## config.mk

```make
export PLATFORM = sky130hd
export DESIGN_NAME = wb_reg_bank
export DESIGN_NICKNAME = d
export VERILOG_FILES = /design/src/rtl/wb_pkg.sv /design/src/rtl/wb_addr_decode.sv /design/src/rtl/wb_reg_bank.sv
export SDC_FILE = /design/constraint.sdc
export NUM_CORES = 1
export LEC_CHECK = 0
export CAP_MARGIN = 15
export CORE_AREA = 5 5 243 245
export DETAILED_ROUTE_END_ITERATION = 8
export DIE_AREA = 0 0 248 250
export GPL_ROUTABILITY_DRIVEN = 0
export SYNTH_ARGS = -nofsm -noshare
export SYNTH_HDL_FRONTEND = slang
export SYNTH_SLANG_ARGS = --single-unit
```

## constraint.sdc

```tcl
create_clock -name p_clk -period 2.75 [get_ports p_clk]
set_input_delay 0.55 -clock p_clk [delete_from_list [all_inputs] [get_ports p_clk]]
set_output_delay 0.55 -clock p_clk [all_outputs]
set_load 0.005 [all_outputs]
```

## src/rtl/wb_pkg.sv

```systemverilog
// ----------------------------------------------------------------------------
// wb_pkg: shared Wishbone widths, slave FSM states and byte-lane merge helper.
// Rev 1.0
// ----------------------------------------------------------------------------
`default_nettype none

package wb_pkg;
  localparam int WB_AW   = 32;
  localparam int WB_DW   = 32;
  localparam int WB_SELW = 4;

  typedef enum logic [0:0] {
    WB_IDLE = 1'b0,
    WB_RESP = 1'b1
  } wb_state_t;

  function automatic logic [WB_DW-1:0] wb_merge(
    input logic [WB_DW-1:0]   old_v,
    input logic [WB_DW-1:0]   new_v,
    input logic [WB_SELW-1:0] sel
  );
    logic [WB_DW-1:0] res;
    res = old_v;
    for (int k = 0; k < WB_SELW; k++) begin
      if (sel[k]) res[8*k +: 8] = new_v[8*k +: 8];
    end
    return res;
  endfunction
endpackage

`default_nettype wire

```

## src/rtl/wb_addr_decode.sv

```systemverilog
// ----------------------------------------------------------------------------
// wb_addr_decode: maps a byte address onto a register index of the bank.
// Rev 1.0
// ----------------------------------------------------------------------------
`default_nettype none

module wb_addr_decode
  import wb_pkg::*;
#(
  parameter logic [WB_AW-1:0] BASE_ADDR = 32'hb0000000,
  parameter int               NREG      = 8,
  parameter int               IDXW      = (NREG > 1) ? $clog2(NREG) : 1
) (
  input  logic [WB_AW-1:0] adr_i,
  output logic             hit_o,
  output logic [IDXW-1:0]  idx_o
);
  logic [WB_AW-1:0] offset;
  logic             unused_offset;

  // Offset is unsigned 32-bit, so addresses below the base are rejected explicitly.
  always_comb begin
    offset = adr_i - BASE_ADDR;
    hit_o  = (adr_i >= BASE_ADDR) && (offset < WB_AW'(4 * NREG)) && (adr_i[1:0] == 2'b00);
    idx_o  = offset[IDXW+1:2];
  end

  assign unused_offset = ^{offset[WB_AW-1:IDXW+2], offset[1:0]};
endmodule

`default_nettype wire

```

## src/rtl/wb_reg_bank.sv

```systemverilog
// ----------------------------------------------------------------------------
// wb_reg_bank: Wishbone classic slave register bank for the video_in control path.
// Rev 1.0
// ----------------------------------------------------------------------------
`default_nettype none

module wb_reg_bank
  import wb_pkg::*;
#(
  parameter logic [WB_AW-1:0] BASE_ADDR  = 32'hb0000000,
  parameter int               NREG       = 8,
  parameter logic [63:0]      PULSE_MASK = 64'hAA,
  parameter logic [63:0]      RO_MASK    = 64'h00,
  parameter logic [WB_DW-1:0] RESET_VAL  = 32'h0
) (
  input  logic                  p_clk,
  input  logic                  p_reset,
  input  logic [WB_DW-1:0]      p_wb_DAT_I,
  output logic [WB_DW-1:0]      p_wb_DAT_O,
  input  logic [WB_AW-1:0]      p_wb_ADR_I,
  output logic                  p_wb_ACK_O,
  input  logic                  p_wb_CYC_I,
  output logic                  p_wb_ERR_O,
  input  logic                  p_wb_LOCK_I,
  output logic                  p_wb_RTY_O,
  input  logic [WB_SELW-1:0]    p_wb_SEL_I,
  input  logic                  p_wb_STB_I,
  input  logic                  p_wb_WE_I,
  output logic [WB_DW*NREG-1:0] p_regs_o,
  output logic [NREG-1:0]       p_wr_pulse_o,
  input  logic [WB_DW*NREG-1:0] p_ro_i
);
  localparam int IDXW = (NREG > 1) ? $clog2(NREG) : 1;

  wb_state_t        state_q, state_d;
  logic             ack_q, ack_d;
  logic             err_q, err_d;
  logic [WB_DW-1:0] dat_q, dat_d;
  logic [NREG-1:0]  wr_pulse_q, wr_pulse_d;
  logic [WB_DW-1:0] regs_q [NREG];
  logic [WB_DW-1:0] regs_d [NREG];
  logic [WB_DW-1:0] cur_val;
  logic             hit;
  logic [IDXW-1:0]  idx;
  logic             unused_lock;

  wb_addr_decode #(
    .BASE_ADDR (BASE_ADDR),
    .NREG      (NREG),
    .IDXW      (IDXW)
  ) u_decode (
    .adr_i (p_wb_ADR_I),
    .hit_o (hit),
    .idx_o (idx)
  );

  always_comb begin
    state_d    = WB_IDLE;
    ack_d      = 1'b0;
    err_d      = 1'b0;
    dat_d      = '0;
    wr_pulse_d = '0;
    cur_val    = '0;
    // Pulse registers only hold a written value for the single response cycle.
    for (int i = 0; i < NREG; i++) begin
      regs_d[i] = PULSE_MASK[i] ? RESET_VAL : regs_q[i];
    end

    if ((state_q == WB_IDLE) && p_wb_CYC_I && p_wb_STB_I) begin
      state_d = WB_RESP;
      if (hit) begin
        ack_d   = 1'b1;
        cur_val = PULSE_MASK[idx] ? RESET_VAL : regs_q[idx];
        if (p_wb_WE_I) begin
          if (!RO_MASK[idx]) begin
            regs_d[idx]     = wb_merge(cur_val, p_wb_DAT_I, p_wb_SEL_I);
            wr_pulse_d[idx] = 1'b1;
          end
        end else begin
          dat_d = RO_MASK[idx] ? p_ro_i[WB_DW*idx +: WB_DW] : cur_val;
        end
      end else begin
        err_d = 1'b1;
      end
    end
  end

  always_ff @(posedge p_clk) begin
    if (p_reset) begin
      state_q    <= WB_IDLE;
      ack_q      <= 1'b0;
      err_q      <= 1'b0;
      dat_q      <= '0;
      wr_pulse_q <= '0;
      for (int i = 0; i < NREG; i++) regs_q[i] <= RESET_VAL;
    end else begin
      state_q    <= state_d;
      ack_q      <= ack_d;
      err_q      <= err_d;
      dat_q      <= dat_d;
      wr_pulse_q <= wr_pulse_d;
      for (int i = 0; i < NREG; i++) regs_q[i] <= regs_d[i];
    end
  end

  for (genvar g = 0; g < NREG; g++) begin : g_regs_out
    assign p_regs_o[WB_DW*g +: WB_DW] = regs_q[g];
  end

  assign p_wb_ACK_O   = ack_q;
  assign p_wb_ERR_O   = err_q;
  assign p_wb_RTY_O   = 1'b0;
  assign p_wb_DAT_O   = dat_q;
  assign p_wr_pulse_o = wr_pulse_q;
  assign unused_lock  = p_wb_LOCK_I;
endmodule

`default_nettype wire
```

==> reports/summary.md, run 1 <==
The length of routed wiring on met1 came out at 16,900 µm. The logs give 0 for the count of max-cap constraint violations and 0 for the count of final hold-check violations. Setup repair after global routing left no endpoint under its margin. The run gives 8,935 as the via count of the first global-routing pass.

The remaining design rule violation count is 0, and the cell area after technology mapping is 10,600 µm². The tools report the total design power as 9.39 mW. The tools report the relative slew slack as 0.516. The highest layer used for signal routing was met4. The logs give 920 for the cell count after synthesis and 1540 ps for the arrival time of the worst setup path.

The number of rows in the core area is 88, and the post-route standard cell area excluding fillers is 16,800 µm². Worst path buffer plus inverter count: 1. Total nets after synthesis: 1,250. The areal power density over the cells is 559 nW/µm². For the maximum vdd ir drop, the log shows 0.513 mV. The logs give 15,600 µm² for the placed cell area and 0 for the total setup violations reported at the end of the flow. The worst flop-to-flop path startpoint was regs_q[6][31]. The final layout contains routed wiring with a total length of 40,600 µm.

In this design, the stage delay of the slowest critical-path cell is 550 ps. Wire length of the first global-routing pass: 59,300 µm. The most critical setup path has its startpoint at regs_q[6][5]. The commonest register cell after synthesis is sky130_fd_sc_hd__dfxtp_1. The tools report the routed length on met3 as 3840 µm. In this run the register-to-register setup slack is 890 ps.

The number of antenna violations at the first check in global routing was 4; the synthesized area divided by synthesized cell count was 11.5 µm². The die covers 62,000 µm². The fraction of layout instances using a drive strength above 1 came out at 0.152. The met2 wire length was 19,000 µm; the number of vias per cell after detailed routing was 3.92.

Largest area contributor in the synthesized netlist: sky130_fd_sc_hd__dfxtp_1. Synthesis inferred 299 register bits. The post-DP HPWL was 29,900 µm. In this run the clock root is driven by a sky130_fd_sc_hd__clkbuf_16. The tools report the maximum clock frequency as 478 MHz.

The number of buffers added for setup after CTS came out at 0. The clock insertion delay at the later pin of the skew report came out at 540 ps. In this run, distinct cell masters in the synthesized netlist total 35.

After clock tree synthesis, the flow added hold-fix buffers numbering 0. Number of DRC markers after the initial detailed-route iteration: 375. The cell type group with the largest total delay on the critical path is buffers and inverters. Summing over every cut layer, the via total after detailed routing is 8,354.

Warning count from the yosys run: 0. Leaving out filler cells and counting taps, the final layout contains 2,133. The number of sinks driven by the clock tree was 299.

Proportion of register bits with asynchronous set or reset after synthesis: 0. Dividing the detail-routed wire length by the instance count gives 19.0 µm. The commonest non-fill, non-tap cell in the layout is sky130_fd_sc_hd__clkdlybuf4s50_1.

The flow ran to the end, and the final reports show no timing, DRC or antenna violations. Entering global routing, the biggest net connects 85 pins. In this run the worst setup path terminates at p_regs_o[197].

The top cell types in the final layout, fill and taps aside, are sky130_fd_sc_hd__clkdlybuf4s50_1, sky130_fd_sc_hd__dfxtp_1, sky130_fd_sc_hd__nor2_1. In this run the vertical extent of the chip is 250 µm. The clock arrives with 25.1 ps of skew.

STA classifies the critical path startpoint as a flop. Type of the setup path with the least slack: reg2out. Counting along the longest clock path gives a buffer depth of 3.

Clock-pin slew was measured on the worst setup and hold paths at 60 ps. Total clock buffers created by CTS: 36. Yosys mapped a number of flops with a built-in enable equal to 0. The highest net fanout along the worst path was 3; the net count of the finished layout was 1,668. For the pin with the worst max-slew slack, the measured transition is 725 ps. The logs give 0 for the count of antenna-violating nets left after detailed routing and 6 for the number of iterations in the first detailed-routing pass. Buffers placed on the I/O ports in this run total 370. The total stage count of the critical path is 1.

Ranked by total cell area, the synthesized netlist is headed by sky130_fd_sc_hd__dfxtp_1, sky130_fd_sc_hd__mux2i_1, sky130_fd_sc_hd__nand2b_1. The area of the core region is 56,900 µm², and the required time at the endpoint of the critical path is 2200 ps. The endpoint identified for the worst register-to-register timing path is regs_q[2][31]. TritonCTS built the clock tree.

The routed design could run at a clock period as short as 2090 ps. STA classifies the critical path endpoint as an output pin. The initial core utilization is 0.186, and the filler cell count is 5,846. Compared with the post-synthesis result, the final layout area differs by 58.7%. Aggregate global-route resource usage: 0.127. The run gives 365 ps as the minimum hold slack. The fraction of the yosys area taken by sequential cells is 0.565. The number of placed instances, taps included was 2,065. The slowest cell on the critical path is sky130_fd_sc_hd__clkdlybuf4s50_1. The tightest min-delay check is of the in2reg type. Summed over all failing endpoints, the final setup total negative slack is 0 ps. 629 I/O pins were placed. For the number of gates resized after cts, the log shows 0.

The width of the die came out at 248 µm. The number of cell instances on the worst register-to-register path was 5; the leakage component of the power was 6.45 nW. The signal on the critical path passes through clkdlybuf4s50_1. The H-tree was split into 2 levels. The tools report the leftover overflow at the end of global routing as 0. The number of pins exceeding their max-slew limit in the final report was 0; the final clock period utilization by the worst path was 0.761.

Fraction of synthesized cell area taken by the top area cell type: 0.565.
## cells in the mapped netlist, types with 5 or more instances
cell                       number
sky130_fd_sc_hd__nand4_1        5
sky130_fd_sc_hd__buf_4          6
sky130_fd_sc_hd__nor2b_1       34
sky130_fd_sc_hd__inv_1          5
sky130_fd_sc_hd__dfxtp_1      299
sky130_fd_sc_hd__nor2_1       138
sky130_fd_sc_hd__mux2i_1      128
sky130_fd_sc_hd__buf_6          6
sky130_fd_sc_hd__a22oi_1       22
sky130_fd_sc_hd__or2_2         27
sky130_fd_sc_hd__mux4_2        32
sky130_fd_sc_hd__a22oi_2       10
sky130_fd_sc_hd__nor4_1         5
sky130_fd_sc_hd__clkbuf_1      35
sky130_fd_sc_hd__nand2b_1     129
sky130_fd_sc_hd__buf_2         11
## worst min-delay path by stage
stage | from | end | slack [ps] | cells after the start
after detailed placement | regs_q[0][5] | regs_q[0][5] | 480 | 2
after floorplan | regs_q[0][0] | regs_q[0][0] | 480 | 2
after global routing | p_reset | state_q | 350 | 3
after global placement | regs_q[0][5] | regs_q[0][5] | 470 | 2
after CTS | p_reset | state_q | 330 | 3
final | p_reset | state_q | 360 | 3
## sequential cells by signal (all words and copies together), names as in the netlist
register,flops
regs_q,256
p_wb_DAT_O,32
p_wr_pulse_o,8
p_wb_ACK_O,1
p_wb_ERR_O,1
state_q,1
## through the flow
| step | utilization | setup slack (ps) |
|---|---|---|
| floorplan | - | 814 |
| detailed placement | 0.275 | 90.4 |
| finish | 0.295 | 657 |
| global placement | 0.275 | 83.0 |
| CTS | 0.295 | 590 |
| global route | 0.295 | 545 |
## tightest hold or removal path, delay by kind of cell
family	cells	cell delay, ps
simple gates	1	60
buf+inv	2	250
## layout make-up
class / instances / area, µm² / share of cell area
Antenna cell: 3 / 7.51 / 0.000447
Clock buffer: 53 / 1050 / 0.0622
Clock inverter: 12 / 111 / 0.00662
Inverter: 5 / 18.8 / 0.00112
Multi-Input combinational cell: 555 / 4280 / 0.255
Sequential cell: 299 / 5990 / 0.356
Tap cell: 765 / 957 / 0.0569
Timing Repair Buffer: 441 / 4400 / 0.262
## power by group
group / internal [mW] / leakage, nW / switching, mW
clock network: 2.75 / 0.571 / 1.88
registers: 4.33 / 2.41 / 0.000347
logic: 0.224 / 3.47 / 0.201
total: 7.31 / 6.45 / 2.08
## logic make-up after synthesis
group	after synthesis	share of synthesized area
mux	160	0.189
compound gates	33	0.0281
other cells	1	0.000354
buf+inv	66	0.0330
flops	299	0.565
simple gates	361	0.185
## layer usage
layer  global-route usage  up-vias
met3               0.0510       52
met1                0.155     4049
met2                0.210      317
li1                     -     3936
met4               0.0322        0
met5                    0        -
No activity file was read; power rests on OpenSTA's default activity.
==> inputs of run 2 (changes only) <==
CORE_AREA = 5 5 244 246   (was 5 5 243 245)
DIE_AREA = 0 0 249 251   (was 0 0 248 250)
clock period = 1.8 ns   (was 2.75 ns; I/O delays follow)
==> run 2 against run 1 <==
- sequential share of layout area fell by 0.30 points
- combinational power is 65% higher
- setup slack got worse by 630 ps
- wire length fell by 0.42%
- die area is 0.80% higher
- critical endpoint is now regs_q[2][25]
- largest cell class unchanged
- largest power group unchanged
==> reports/summary.md, run 2 (synthesis gave the netlist of run 1 again) <==
For the maximum vdd ir drop, the log shows 0.668 mV. The worst flop-to-flop path startpoint is state_q. The number of diodes added for antenna fixing was 0; the initial core utilization was 0.185. The fraction of met1 tracks used by global routing is 0.150, and the post-route minimum period is 1770 ps. In this run the worst hold path is classified as in2reg. After detailed routing, the number of remaining DRC violations is 0. The library cell used most frequently in the layout, excluding fill and tap cells, is sky130_fd_sc_hd__dfxtp_1. The first global-routing pass estimated 59,800 µm of wire.

For the minimum hold slack, the log shows 206 ps. After clock tree synthesis, the clock-pin slew on the worst setup and hold paths is 60 ps. The register with the most flip-flops in the layout has 256 of them. Summed over all failing endpoints, the final setup total negative slack is 0 ps.

For the share of the core filled with cells in the final layout, the log shows 0.299. The clock arrives with 8.96 ps of skew. Detailed routing inserted a total of 8,415 vias. For the area of the core region, the log shows 57,100 µm². From bottom edge to top edge, the die measures 251 µm.

Setup repair after global routing could not meet its margin everywhere. The completed layout was analyzed and its total power is 14.5 mW. The clock tree synthesis step divided the H-tree into 2 levels. The endpoint of the worst hold path was state_q.

The combinational group share of total power is 0.048, and the arrival time of the worst setup path is 2170 ps. The areal power density over the cells was 847 nW/µm²; the clock insertion delay at the later pin of the skew report was 520 ps. The total clock buffers created by CTS was 36; the width of the die was 249 µm. The highest net fanout along the worst path was 19. The tools report the number of antenna violations at the first check in global routing as 0. For the total setup violations reported at the end of the flow, the log shows 0. The run gives 0.0545 as the met3 track utilization from global routing. Cell internal power was estimated by the tool at 11.3 mW. The count of port buffers added during placement came out at 370. The run gives 28.6 ps as the worst setup margin. The busiest metal layer after global routing is met2. In the final routed layout, each cell accounts on average for 18.8 µm. The count of final hold-check violations was 0. The end of the worst register-to-register path is regs_q[6][12]. The detail route stage leaves a number of antenna-violating nets equal to 0.

Detailed placement finished with a half-perimeter wire length of 29,900 µm. The number of vias per cell after detailed routing came out at 3.91. The number of sinks driven by the clock tree is 299, and the pre-CTS worst setup slack is -546 ps.

The logs give 9,172 for the via count of the first global-routing pass and 70 ps for the worst reg-to-reg setup slack. Leftover overflow at the end of global routing: 0. The run gives 88 as the number of rows in the core area.

The analysis attributes to net switching a power of 3.13 mW. TritonCTS built the clock tree. The worst setup path is captured at a flop. Relative to the synthesized area, the layout overhead comes to 61.4%. In this run, the number of DRC markers left after iteration 0 of detailed routing was 273. In the layout the commonest cells are sky130_fd_sc_hd__dfxtp_1, sky130_fd_sc_hd__clkdlybuf4s50_1, sky130_fd_sc_hd__nor2_1. The tree is rooted in a sky130_fd_sc_hd__clkbuf_16.

The filler cells instantiated in the layout total 5,841. The number of iterations in the first detailed-routing pass is 4, and the maximum clock insertion buffer count is 3. The launching element type of the critical path was a primary input. The fraction of layout instances using a drive strength above 1 was 0.205.

Entering global routing, the biggest net connects 85 pins. The number of cell instances on the worst register-to-register path came out at 7. The run finished with clean final reports. The global routing usage on met2 was 0.203; the count of max-cap constraint violations was 0. The tools report the full die area as 62,500 µm².

Register bank with the most flops: regs_q. The sequential share of power was 0.457; the aggregate global-route resource usage was 0.126. The final clock period utilization by the worst path works out to 0.984.

Tracing the worst setup path back leads to its startpoint at p_wb_ADR_I[12]. The logs give 0 for the number of pins exceeding their max-slew limit in the final report and 0.494 for the clock share of power. The launch point of the worst hold path is p_reset. In this run the count of I/O pins placed on the die edge is 629. Wires add up to 40,400 µm.

Type of the setup path with the least slack: in2reg. For this design the static power due to leakage is 7.38 nW. Switching fraction of total power: 0.216. Maximum clock frequency: 565 MHz. For the worst setup path, the data required time is 2200 ps.

Along the worst hold path, the cell count comes to 3. The final layout contains 1,696 nets.
==> run 2: cell count changes in the layout (fill, tap and decap cells not counted), sizes merged, moves of 2 or more <==
| cell | change |
|---|---|
| diode | -3 |
| dlygate4sd2 | +96 |
| clkdlybuf4s50 | -112 |
| buf | +28 |
| inv | -4 |
| clkbuf | -5 |
| clkinvlp | +2 |
| dlymetal6s2s | +16 |
==> run 2: layout make-up <==
cell class	count	area [µm²]	area share
well taps	765	957	0.0560
repair buffers	469	4610	0.270
clock inverters	10	109	0.00637
clock buffers	48	1050	0.0612
multi-input cells	555	4320	0.253
inverters	5	18.8	0.00110
flip-flops and latches	299	6040	0.353
==> run 2: what timing repair did <==
| item | 4_1_cts | 5_1_grt |
|---|---|---|
| gates resized for setup | 138 | 23 |
| hold buffers | 0 | 0 |
| pin swaps | 0 | 0 |
| buffers inserted | 1 | 0 |
| endpoints found under the setup margin | 139 | 110 |
==> run 2: worst max path at each step <==
stage	end	slack [ps]	depth (start not counted)
2_1_floorplan	regs_q[0][26]	50	6
3_3_place_gp	regs_q[2][22]	-530	8
3_5_place_dp	regs_q[2][25]	-550	8
4_1_cts	p_regs_o[221]	0.5	1
5_1_grt	regs_q[4][25]	-30	6
6_report	regs_q[2][25]	30	8
==> run 2: layer usage <==
metal / wire length, µm / vias up
met2: 18700 / 338
met5: 0 / -
li1: - / 3974
met3: 3910 / 59
met1: 16900 / 4044
met4: 994 / 0
==> run 2: per-stage QoR <==
stage,area (µm²),std cells
2_1_floorplan,10600,920
3_5_place_dp,15900,2092
6_report,17100,2151
5_1_grt,17100,2151
4_1_cts,17000,2151
3_3_place_gp,15900,2092
==> run 2: power by group through the flow <==
stage	sequential, mW	clock, mW	combinational, mW
after floorplan	6.77	0	0.289
after global placement	6.77	0	0.704
after detailed placement	6.77	0	0.706
after CTS	6.62	7.44	0.712
after global routing	6.62	7.74	0.753
final	6.62	7.16	0.701
==> run 2: worst max-delay path, stage by stage <==
cell and delay [ps]:
sky130_fd_sc_hd__clkdlybuf4s50_1 480, sky130_fd_sc_hd__nor4_1 300, sky130_fd_sc_hd__and4_1 230, sky130_fd_sc_hd__buf_4 160, sky130_fd_sc_hd__buf_4 160, sky130_fd_sc_hd__nand3_4 100, sky130_fd_sc_hd__buf_12 180, sky130_fd_sc_hd__mux2i_1 150
